===== src/rtl/alu_share_ctrl.sv =====
// alu_share_ctrl: round-robin sharing of one combinational ALU between two requesters
//   req0_*/req1_* : valid/ready operation channels (val1, val2, sel)
//   rsp0_*/rsp1_* : valid/ready response channels; rsp_result/rsp_flag shared by both
//   alu_*         : registered operands/select out, result/flag back from the ALU
//   busy, grant_id, op_count : status (op_count wraps silently)
module alu_share_ctrl #(
   parameter int WIDTH       = 8,
   parameter int SEL_W       = 4,
   parameter int EXEC_CYCLES = 1,
   parameter int CNT_W       = 16
) (
   input  logic             clk,
   input  logic             rst,
   input  logic             req0_valid,
   output logic             req0_ready,
   input  logic [WIDTH-1:0] req0_val1,
   input  logic [WIDTH-1:0] req0_val2,
   input  logic [SEL_W-1:0] req0_sel,
   input  logic             req1_valid,
   output logic             req1_ready,
   input  logic [WIDTH-1:0] req1_val1,
   input  logic [WIDTH-1:0] req1_val2,
   input  logic [SEL_W-1:0] req1_sel,
   output logic             rsp0_valid,
   input  logic             rsp0_ready,
   output logic             rsp1_valid,
   input  logic             rsp1_ready,
   output logic [WIDTH-1:0] rsp_result,
   output logic             rsp_flag,
   output logic [WIDTH-1:0] alu_val1,
   output logic [WIDTH-1:0] alu_val2,
   output logic [SEL_W-1:0] alu_select,
   input  logic [WIDTH-1:0] alu_result,
   input  logic             alu_flag,
   output logic             busy,
   output logic             grant_id,
   output logic [CNT_W-1:0] op_count
);
   typedef enum logic [1:0] {IDLE, EXEC, RESP} state_t;
   localparam logic [3:0] LAST = 4'(EXEC_CYCLES);
   state_t     state;
   logic       last_grant;
   logic [3:0] exec_cnt;
   logic       pick1;
   logic       rsp_take;
   // requester 1 wins when alone, or on a tie when requester 0 was served last
   assign pick1      = req1_valid & (~req0_valid | ~last_grant);
   assign req0_ready = (state == IDLE) & req0_valid & ~pick1;
   assign req1_ready = (state == IDLE) & pick1;
   assign rsp_take   = (rsp0_valid & rsp0_ready) | (rsp1_valid & rsp1_ready);
   always_ff @(posedge clk or posedge rst) begin
      if (rst) begin
         state      <= IDLE;
         last_grant <= 1'b1;
         exec_cnt   <= '0;
         alu_val1   <= '0;
         alu_val2   <= '0;
         alu_select <= '0;
         grant_id   <= 1'b0;
         busy       <= 1'b0;
         rsp0_valid <= 1'b0;
         rsp1_valid <= 1'b0;
         rsp_result <= '0;
         rsp_flag   <= 1'b0;
         op_count   <= '0;
      end else begin
         case (state)
            IDLE: if (req0_ready | req1_ready) begin
               alu_val1   <= pick1 ? req1_val1 : req0_val1;
               alu_val2   <= pick1 ? req1_val2 : req0_val2;
               alu_select <= pick1 ? req1_sel : req0_sel;
               grant_id   <= pick1;
               last_grant <= pick1;
               exec_cnt   <= 4'd1;
               busy       <= 1'b1;
               state      <= EXEC;
            end
            EXEC: if (exec_cnt == LAST) begin
               rsp_result <= alu_result;
               rsp_flag   <= alu_flag;
               rsp0_valid <= ~grant_id;
               rsp1_valid <= grant_id;
               state      <= RESP;
            end else begin
               exec_cnt <= exec_cnt + 4'd1;
            end
            RESP: if (rsp_take) begin
               rsp0_valid <= 1'b0;
               rsp1_valid <= 1'b0;
               busy       <= 1'b0;
               op_count   <= op_count + 1'b1;
               state      <= IDLE;
            end
            default: state <= IDLE;
         endcase
      end
   end
endmodule


===== config.mk =====
export PLATFORM = sky130hd
export DESIGN_NAME = alu_share_ctrl
export DESIGN_NICKNAME = d
export VERILOG_FILES = /design/src/rtl/alu_share_ctrl.sv
export SDC_FILE = /design/constraint.sdc
export NUM_CORES = 1
export LEC_CHECK = 0
export ABC_AREA = 0
export BUFFER_PORTS_ARGS = -buffer_cell sky130_fd_sc_hd__buf_2
export CORE_MARGIN = 2
export CORE_UTILIZATION = 51
export DETAILED_ROUTE_END_ITERATION = 7
export GPL_ROUTABILITY_DRIVEN = 0
export GPL_TIMING_DRIVEN = 0
export PLACE_DENSITY = 0.87
export SYNTH_ARGS = -nofsm -noshare
export SYNTH_HDL_FRONTEND = slang
export SYNTH_SLANG_ARGS = --single-unit

===== constraint.sdc =====
create_clock -name clk -period 3.2 [get_ports clk]
set_input_delay 0.16 -clock clk [delete_from_list [all_inputs] [get_ports clk]]
set_output_delay 0.16 -clock clk [all_outputs]
set_load 0.1 [all_outputs]

==> metrics, run 1 <==
run status finished, final reports clean; r2r endpoint exec_cnt[1]$_DFFE_PP0P_; Final Setup Violations 0; Initial DRC Count 88; syn_area_per_cell 10.60 µm²; Overflow after GRT 0; highest-delay cell along the critical path dfstp_2; number of flops mapped to enable cells by yosys 0; Syn. warnings 0; worst reg2reg startpoint exec_cnt[1]$_DFFE_PP0P_; CTS Buf Count 5; area leader, netlist dfrtp_1; setup TNS 0 ns; Worst setup SP type register; worst setup margin 1.314 ns; Seq cells post-synth 56; Hold/Removal Path Class in2reg; register area share after synthesis 55.58%; CORE AREA 4755 µm²; GRT Util Overall 20.42%; Synth top area share 54.54%; DR WL/cell 12.89 µm; area of the mapped netlist 2524 µm²; antenna viol nets, final 0; Routed WL 5413 µm; clock slew at reported path FFs 0.10 ns; Fin. Hold Viols 0; Final min period 1.886 ns; initial antenna violation count 0; dpl ws 1.417 ns; Clock Tree Buf Depth 2; largest net degree at the start of global routing 42; unrepaired setup endpoints after global routing false; R2R setup slack 1.40 ns; Synth Net Count 296; area growth from synthesis to layout 29.75%; CP Max Fanout 10; Slew Limit Fails 0; Max-Cap Viols 0; origin of the worst setup path last_grant$_DFFE_PP1P_; number of global-route vias before repair 1968; Clk Latency, worst-skew pair 0.31 ns; first-pass GRT wire length 8700 µm; Die X 74.35 µm; Pre-antenna DRT Iters 4; footprint of the multi-input gates 1040 µm²; post-DR vias/cell 4.931; final core utilization 68.87%; H-tree depth 2; cell mode on critical path buf_2; die area 5527 µm²; Critical Path End Type output port; share of cells above drive strength 1 37.68%; Chip Height 74.35 µm; Total Nets Final 410; max_slew headroom 67.10%; postcts setup bufs 0; Worst Setup EP req0_ready; clk_skew 0.006470 ns; hpwl dp 4083 µm; Cell Rows 25; DR DRC count 0; clock tree root buffer cell clkbuf_8; Register Area 1403 µm²; Initial Utilization 53.08%; async set-or-reset flop fraction in the synthesized netlist 100.0%; Setup CP Type reg2out; Main synth FF type dfrtp_1; Cell Chain, Critical Path a21boi_2, buf_2, nor2_1, buf_2; Mapped Cells 238; TritonCTS clock tree done; Req. time, crit path 3.04 ns; fin crit share 58.94%; ANT cells 0; fillers 373; io pins 106; Synth cell types 39; number of port buffers 105; hold wc startpoint alu_flag; Reg2Reg Depth 6; vias 2071; clk sinks 56; max frequency 0.5302 GHz; slowest cell delay on critical path 0.57 ns; worst path arrival time 1.73 ns; top area cells in the synthesized netlist dfrtp_1 (55%), mux2i_1 (7.9%), nand2_1 (5.1%), nor2_1 (4.6%), a21oi_1 (4.6%); worst slew pin tran 0.4969 ns
## per-stage QoR
stage | cell area (µm²) | hold WS [ns] | instances
2_1_floorplan | 2524 | 0.2300 | 238
3_3_place_gp | 3133 | 0.3530 | 410
3_5_place_dp | 3153 | 0.1527 | 411
4_1_cts | 3274 | 0.03083 | 420
5_1_grt | 3274 | 0.02351 | 420
6_report | 3274 | 0.04045 | 420
## registers in the layout (all words and copies together) (netlist names)
| signal | cells |
|---|---|
| rsp0_valid | 1 |
| busy | 1 |
| rsp1_valid | 1 |
| rsp_result | 8 |
| op_count | 16 |
| alu_select | 4 |
| last_grant | 1 |
| alu_val2 | 8 |
| grant_id | 1 |
| rsp_flag | 1 |
| exec_cnt | 4 |
| alu_val1 | 8 |
| state | 2 |
## routing by layer
metal / global-route usage [%] / up-vias / part of all wire [%] / routed length, µm
li1: - / 1022 / - / -
met1: 26.42 / 957 / 45 / 2411
met2: 34.82 / 85 / 48 / 2594
met3: 4.743 / 7 / 6.4 / 348
met4: 5.556 / 0 / 1.1 / 57
met5: 0 / - / 0 / 0
## placed cells by master, fill, tap and decap left out, types with 2 or more instances in the layout
master | synthesis | routed
a21oi_1 | 23 | 23
a22o_1 | 2 | 2
and2_1 | 2 | 2
and2b_1 | 2 | 2
and4_1 | 2 | 2
buf_2 | 8 | 113
clkbuf_8 | 0 | 5
dfrtp_1 | 55 | 55
ha_1 | 3 | 3
inv_1 | 6 | 5
mux2i_1 | 20 | 20
nand2_1 | 34 | 34
nand3_1 | 5 | 5
nand4_1 | 4 | 4
nor2_1 | 31 | 31
nor3_1 | 2 | 2
or2b_1 | 2 | 2
xnor2_1 | 9 | 9
xor2_1 | 7 | 7
## Yosys cell counts (2+ instances only)
library cell / number
nand4_1: 4
xnor2_1: 9
or2b_1: 2
and2_1: 2
nor3_1: 2
nor2_1: 31
a22o_1: 2
nand2_1: 34
nand3_1: 5
xor2_1: 7
buf_2: 8
mux2i_1: 20
dfrtp_1: 55
inv_1: 6
and2b_1: 2
a21oi_1: 23
and4_1: 2
ha_1: 3
## worst max-delay path, delay by kind of cell (launching register included)
family | cells | cell delay (ns)
buf+inv | 2 | 0.66
flops | 1 | 0.57
simple gates | 1 | 0.11
compound gates | 1 | 0.08
## what timing repair did
item | in CTS | in global routing
resized for setup | 0 | 0
hold buffers | 1 | 0
endpoints found under the hold margin | 15 | 0
## cells by family after synthesis
group,share of synthesized area [%]
xor gates and xnor gates,5.553
DFF,55.58
buffers and inverters,3.223
muxes,8.973
adders and majority gates,1.488
and+or+nand+nor,17.45
AOI/OAI and AO/OA,7.735
## cell type report
cell class / instances / area share, %
Buffer: 10 / 1.796
Clock buffer: 5 / 2.102
Clock inverter: 3 / 1.299
Inverter: 6 / 0.6878
Multi-Input combinational cell: 166 / 31.75
Sequential cell: 56 / 42.84
Tap cell: 67 / 2.560
Timing Repair Buffer: 107 / 16.97
## how the worst min path moves through the flow
stage	to	slack (ns)	cells past startpoint
6_report	rsp_flag$_DFFE_PP0P_	0.04	3
5_1_grt	rsp_flag$_DFFE_PP0P_	0.02	3
4_1_cts	rsp_flag$_DFFE_PP0P_	0.03	3
3_5_place_dp	alu_val1[1]$_DFFE_PP0P_	0.15	2
3_3_place_gp	rsp_flag$_DFFE_PP0P_	0.35	3
2_1_floorplan	last_grant$_DFFE_PP1P_	0.23	1
Power of run 1 is not shown: default switching activity piles up to over one toggle a cycle in this logic, so the estimate is an artifact.
==> inputs of run 2 (changes only) <==
--- a/config.mk
+++ b/config.mk
@@ -8,11 +8,11 @@
 export ABC_AREA = 0
 export BUFFER_PORTS_ARGS = -buffer_cell sky130_fd_sc_hd__buf_2
 export CORE_MARGIN = 2
-export CORE_UTILIZATION = 51
+export CORE_UTILIZATION = 48
 export DETAILED_ROUTE_END_ITERATION = 7
 export GPL_ROUTABILITY_DRIVEN = 0
 export GPL_TIMING_DRIVEN = 0
-export PLACE_DENSITY = 0.87
+export PLACE_DENSITY = 0.83
 export SYNTH_ARGS = -nofsm -noshare
 export SYNTH_HDL_FRONTEND = slang
 export SYNTH_SLANG_ARGS = --single-unit
==> constraint.sdc (replaced) <==
create_clock -name clk -period 2 [get_ports clk]
set_input_delay 0.1 -clock clk [delete_from_list [all_inputs] [get_ports clk]]
set_output_delay 0.1 -clock clk [all_outputs]
set_load 0.1 [all_outputs]
==> metrics, run 2 (synthesized netlist as in run 1, its figures left out) <==
run status finished, final reports clean; vias 2103 (+1.5%); Fin. Hold Viols 0 (unchanged); Cell Rows 26 (+4.0%); hpwl dp 3910 µm (-4.2%); Cell Chain, Critical Path a21boi_2, buf_2, nor2_2, buf_2; Worst setup SP type register; Worst path depth 4 (unchanged); TritonCTS clock tree done; setup TNS 0 ns (unchanged); GRT Util Overall 20.15% (-0.28 points); clk_skew 0.009661 ns (+0.003191 ns); slowest cell delay on critical path 0.57 ns (about the same); global-route met1 utilization 25.47% (-0.95 points); Clock Tree Buf Depth 2 (unchanged); number of global-route vias before repair 2000 (+1.6%); first-pass GRT wire length 9308 µm (+7.0%); worst path arrival time 1.72 ns (about the same); Final min period 1.824 ns; initial antenna violation count 0 (unchanged); H-tree depth 2 (unchanged); most common cell after layout, fill and taps aside buf_2; io pins 106 (unchanged); Max-Cap Viols 0 (unchanged); CP Max Fanout 10 (unchanged); cell mode on critical path buf_2; Critical Path End Type output port; max_slew headroom 66.57% (-0.53 points); largest net degree at the start of global routing 40 (-4.8%); clock tree root buffer cell clkbuf_8; R2R setup slack 0.21 ns (-1.19 ns); fillers 404 (+8.3%); fin crit share 91.21%; Initial DRC Count 71 (-19%); die area 5854 µm² (+5.9%); Chip Height 76.51 µm (+2.9%); clock slew at reported path FFs 0.10 ns (about the same); final core utilization 66.62% (-2.3 points); delay-heaviest family, CP buffers and inverters; highest-delay cell along the critical path dfstp_2; clk sinks 56 (unchanged); busiest grt layer met2; max frequency 0.5482 GHz; CTS Buf Count 5 (unchanged); met3 usage 6.398% (+1.7 points); hold slack 0.05883 ns (+0.01838 ns); antenna viol nets, final 0 (unchanged); Pre-antenna DRT Iters 4 (unchanged); Slew Limit Fails 0 (unchanged); area growth from synthesis to layout 33.96%; number of port buffers 105 (unchanged); Die X 76.51 µm (+2.9%); leading cell types in the layout, fill and taps excluded buf_2 (113), dfrtp_1 (52), nand2_1 (34); Initial Utilization 49.73% (-3.4 points); ANT cells 0 (unchanged); Final Setup Violations 0 (unchanged); unrepaired setup endpoints after global routing false; DR WL/cell 12.79 µm (-0.78%); Clk Latency, worst-skew pair 0.31 ns (about the same); post-DR vias/cell 4.857 (-1.5%); Hold/Removal Path Class in2reg; Biggest register op_count; share of cells above drive strength 1 37.47% (-0.21 points); Req. time, crit path 1.90 ns (-1.14 ns); max FFs per register 16 (unchanged); Routed WL 5537 µm (+2.3%); met2 Use GR 33.27% (-1.5 points); DR DRC count 0 (unchanged); Overflow after GRT 0 (unchanged); worst slew pin tran 0.5050 ns (+0.008073 ns); Hold Path Stages 3 (unchanged); CP bufs+invs 2 (unchanged); Total Nets Final 420 (+2.4%); Setup CP Type reg2out; Reg2Reg Depth 6 (unchanged); CORE AREA 5075 µm² (+6.7%)
-- run 2: metal layers --
| metal | routed length, µm | part of all wire (%) | vias up |
|---|---|---|---|
| met5 | 0 | 0 | - |
| met4 | 79 | 1.4 | 0 |
| met2 | 2607 | 47 | 86 |
| met3 | 432 | 7.8 | 6 |
| met1 | 2418 | 44 | 969 |
| li1 | - | - | 1042 |
-- run 2: final cells by class --
cell class	count	area, µm²	area share (%)
Buffer	10	58.81	1.739
Clock inverter	2	35.03	1.036
Tap cell	70	87.58	2.591
Clock buffer	6	72.57	2.147
Multi-Input combinational cell	166	1042	30.83
Sequential cell	56	1406	41.60
Timing Repair Buffer	117	655.6	19.39
Inverter	6	22.52	0.6662
-- run 2: worst paths after layout --
path	startpoint	endpoint
worst max-delay path	last_grant$_DFFE_PP1P_	req0_ready
worst min-delay path	req1_valid	last_grant$_DFFE_PP1P_
worst max register to register	exec_cnt[1]$_DFFE_PP0P_	exec_cnt[1]$_DFFE_PP0P_
worst min register to register	op_count[15]$_DFFE_PP0P_	op_count[15]$_DFFE_PP0P_
max in group asynchronous	rst	last_grant$_DFFE_PP1P_
min in group asynchronous	rst	alu_val2[3]$_DFFE_PP0P_
-- run 2: metrics by stage --
| stage | setup slack (ns) | instance area [µm²] | instances |
|---|---|---|---|
| global route | 0.09289 | 3381 | 433 |
| detailed placement | 0.2423 | 3163 | 414 |
| floorplan | 0.02230 | 2530 | 238 |
| CTS | 0.1587 | 3381 | 433 |
| global placement | -0.3206 | 3143 | 413 |
| finish | 0.1759 | 3381 | 433 |
-- run 2: what timing repair did --
item                      4_1_cts  5_1_grt
setup buffers                   0        0
hold buffers                   11        0
hold endpoints to repair       27        0
resized for setup               0        0
-- run 2: tightest hold or removal path: cells and delay by family --
family	cells	cell delay (ns)
compound gates	2	0.17
buf+inv	1	0.11
Power of run 2 is left out for the same reason.
==> inputs of run 3 (changes only) <==
--- a/config.mk
+++ b/config.mk
@@ -5,14 +5,14 @@
 export SDC_FILE = /design/constraint.sdc
 export NUM_CORES = 1
 export LEC_CHECK = 0
-export ABC_AREA = 0
+export ABC_AREA = 1
 export BUFFER_PORTS_ARGS = -buffer_cell sky130_fd_sc_hd__buf_2
 export CORE_MARGIN = 2
 export CORE_UTILIZATION = 48
 export DETAILED_ROUTE_END_ITERATION = 7
 export GPL_ROUTABILITY_DRIVEN = 0
 export GPL_TIMING_DRIVEN = 0
-export PLACE_DENSITY = 0.83
+export PLACE_DENSITY = 0.82
 export SYNTH_ARGS = -nofsm -noshare
 export SYNTH_HDL_FRONTEND = slang
 export SYNTH_SLANG_ARGS = --single-unit
==> metrics, run 3 <==
most common cell after layout, fill and taps aside nand2_1; Initial DRC Count 107 (+51%); Die X 78.69 µm (+2.8%); area growth from synthesis to layout 27.80%; highest-delay cell along the critical path dfstp_2; Initial Utilization 49.23% (-0.50 points); Synth top area share 51.40% (-3.1 points); Critical Path End Type output port; fin crit share 90.45% (-0.76 points); register area share after synthesis 52.38% (-3.2 points); die area 6191 µm² (+5.8%); area leader, netlist dfrtp_1; max_slew headroom 67.01% (+0.45 points); final core utilization 62.92% (-3.7 points); share of cells above drive strength 1 31.80% (-5.7 points); delay-heaviest family, CP buffers and inverters; max FFs per register 16 (unchanged); Hold/Removal Path Class in2reg; Fin. Hold Viols 0 (unchanged); worst path arrival time 1.71 ns (about the same); leading cell types in the layout, fill and taps excluded nand2_1 (109), buf_2 (106), dfrtp_1 (55); number of flops mapped to enable cells by yosys 0 (unchanged); Main synth FF type dfrtp_1; io pins 106 (unchanged); Total Nets Final 491 (+17%); worst slew pin tran 0.4982 ns (-0.006725 ns); antenna viol nets, final 0 (unchanged); H-tree depth 2 (unchanged); Post-synth top cells nand2_1 (109), dfrtp_1 (55), nor2_1 (38); TritonCTS clock tree done; Clk Latency, worst-skew pair 0.31 ns (about the same); clk sinks 56 (unchanged); CP bufs+invs 3 (+1); Syn. warnings 0 (unchanged); number of port buffers 105 (unchanged); CORE AREA 5439 µm² (+7.2%); Final Setup Violations 0 (unchanged); top area cells in the synthesized netlist dfrtp_1 (51%), nand2_1 (15%), nor2_1 (5.3%), a31oi_1 (4.7%), inv_1 (3.6%); Final min period 1.809 ns (-0.01521 ns); Cell Chain, Critical Path nand2_1, nand2_1, inv_2, clkbuf_1, nor2_2, buf_6; CTS Buf Count 5 (unchanged); initial antenna violation count 0 (unchanged); DR DRC count 0 (unchanged); unrepaired setup endpoints after global routing false; Routed WL 5931 µm (+7.1%); Synth Net Count 377 (+27%); clk_skew 0.01105 ns (+0.001393 ns); GRT Util Overall 20.42% (+0.27 points); max frequency 0.5528 GHz (+0.84%); setup TNS 0 ns (unchanged); post-DR vias/cell 4.810 (-0.96%); Chip Height 78.69 µm (+2.8%); largest net degree at the start of global routing 39 (-2.5%); Req. time, crit path 1.90 ns (about the same); postcts setup bufs 0 (unchanged); Clock Tree Buf Depth 2 (unchanged); async set-or-reset flop fraction in the synthesized netlist 100.0% (unchanged); clock tree root buffer cell clkbuf_8; Setup CP Type reg2out; dpl ws 0.3835 ns (+0.1412 ns); Max-Cap Viols 0 (unchanged); Mapped Cells 319 (+34%); hold slack 0.03540 ns (-0.02343 ns); Cell Rows 27 (+3.8%); first-pass GRT wire length 10110 µm (+8.6%); slowest cell delay on critical path 0.54 ns (-0.03 ns); ANT cells 0 (unchanged); number of global-route vias before repair 2327 (+16%); hpwl dp 4478 µm (+15%); Slew Limit Fails 0 (unchanged); Pre-antenna DRT Iters 4 (unchanged); Seq cells post-synth 56 (unchanged); cell mode on critical path nand2_1; Synth cell types 29 (-26%); top-count cell post-synth nand2_1; vias 2434 (+16%); clock slew at reported path FFs 0.09 ns (about the same); DR WL/cell 11.72 µm (-8.3%); CP Max Fanout 10 (unchanged); Biggest register op_count; area of the mapped netlist 2678 µm² (+6.1%); Overflow after GRT 0 (unchanged); Worst setup SP type register; worst setup margin 0.1911 ns (+0.01521 ns); fillers 518 (+28%); run status finished, final reports clean; syn_area_per_cell 8.394 µm² (-21%)
[run 3: cell types whose count changed in the layout (fill, tap and decap cells not counted), moves of 5 or more]
cell           before  now
mux2i_1            20    0
clkbuf_1            1    6
a31oi_1             1   20
buf_2             113  106
o21ai_0             1   14
a21oi_1            23    1
nor2_1             30   37
inv_1               5   25
dlygate4sd3_1      11    1
nand2_1            34  109
[run 3: routing by layer]
layer	track usage, %	vias to the layer above	share of wire [%]
met1	24.45	1084	43
met2	36.75	108	47
met3	5.172	6	8.8
li1	-	1236	-
met5	0	-	0
met4	4.737	0	0.99
[run 3: cell type report]
cell class	count	area, µm²	share of cell area [%]
sequential	56	1403	40.99
multi-input combinational	225	1112	32.50
buffer	10	58.81	1.718
clock buffer	8	90.09	2.633
inverter	28	106.4	3.108
tap	72	90.09	2.633
timing repair buffer	107	561.8	16.42
[run 3: cells by family after synthesis]
group	after synthesis	share of synthesized area (%)
buffers and inverters	38	6.168
AOI/OAI and AO/OA	39	8.598
adders and majority gates	3	1.402
xor gates and xnor gates	11	3.598
DFF	56	52.38
and+or+nand+nor	172	27.85
[run 3: worst paths after layout]
kind / from / to / slack (ns) / cells after the start
setup / recovery: last_grant$_DFFE_PP1P_ / req0_ready / 0.19 / 6
hold / removal: alu_result[3] / rsp_result[3]$_DFFE_PP0P_ / 0.04 / 3
setup reg to reg: last_grant$_DFFE_PP1P_ / alu_val1[5]$_DFFE_PP0P_ / 0.56 / 5
hold reg to reg: last_grant$_DFFE_PP1P_ / last_grant$_DFFE_PP1P_ / 0.47 / 2
max in group asynchronous: rst / rsp_result[4]$_DFFE_PP0P_ / 1.14 / 4
min in group asynchronous: rst / alu_val1[4]$_DFFE_PP0P_ / 0.32 / 3
[run 3: tightest hold or removal path, delay by kind of cell]
family | cells | cell delay (ns)
compound gates | 1 | 0.07
buf+inv | 2 | 0.12
[run 3: repair_timing]
item	CTS	global route
hold buffers	1	0
endpoints found under the setup margin	0	1
endpoints found under the hold margin	17	0
gates resized for setup	0	3
[run 3: stage by stage]
| stage | cells | cell area (µm²) |
|---|---|---|
| 2_1_floorplan | 319 | 2680 |
| 3_3_place_gp | 496 | 3296 |
| 3_5_place_dp | 497 | 3316 |
| 4_1_cts | 506 | 3416 |
| 5_1_grt | 506 | 3422 |
| 6_report | 506 | 3422 |
Power of run 3 is left out for the same reason.
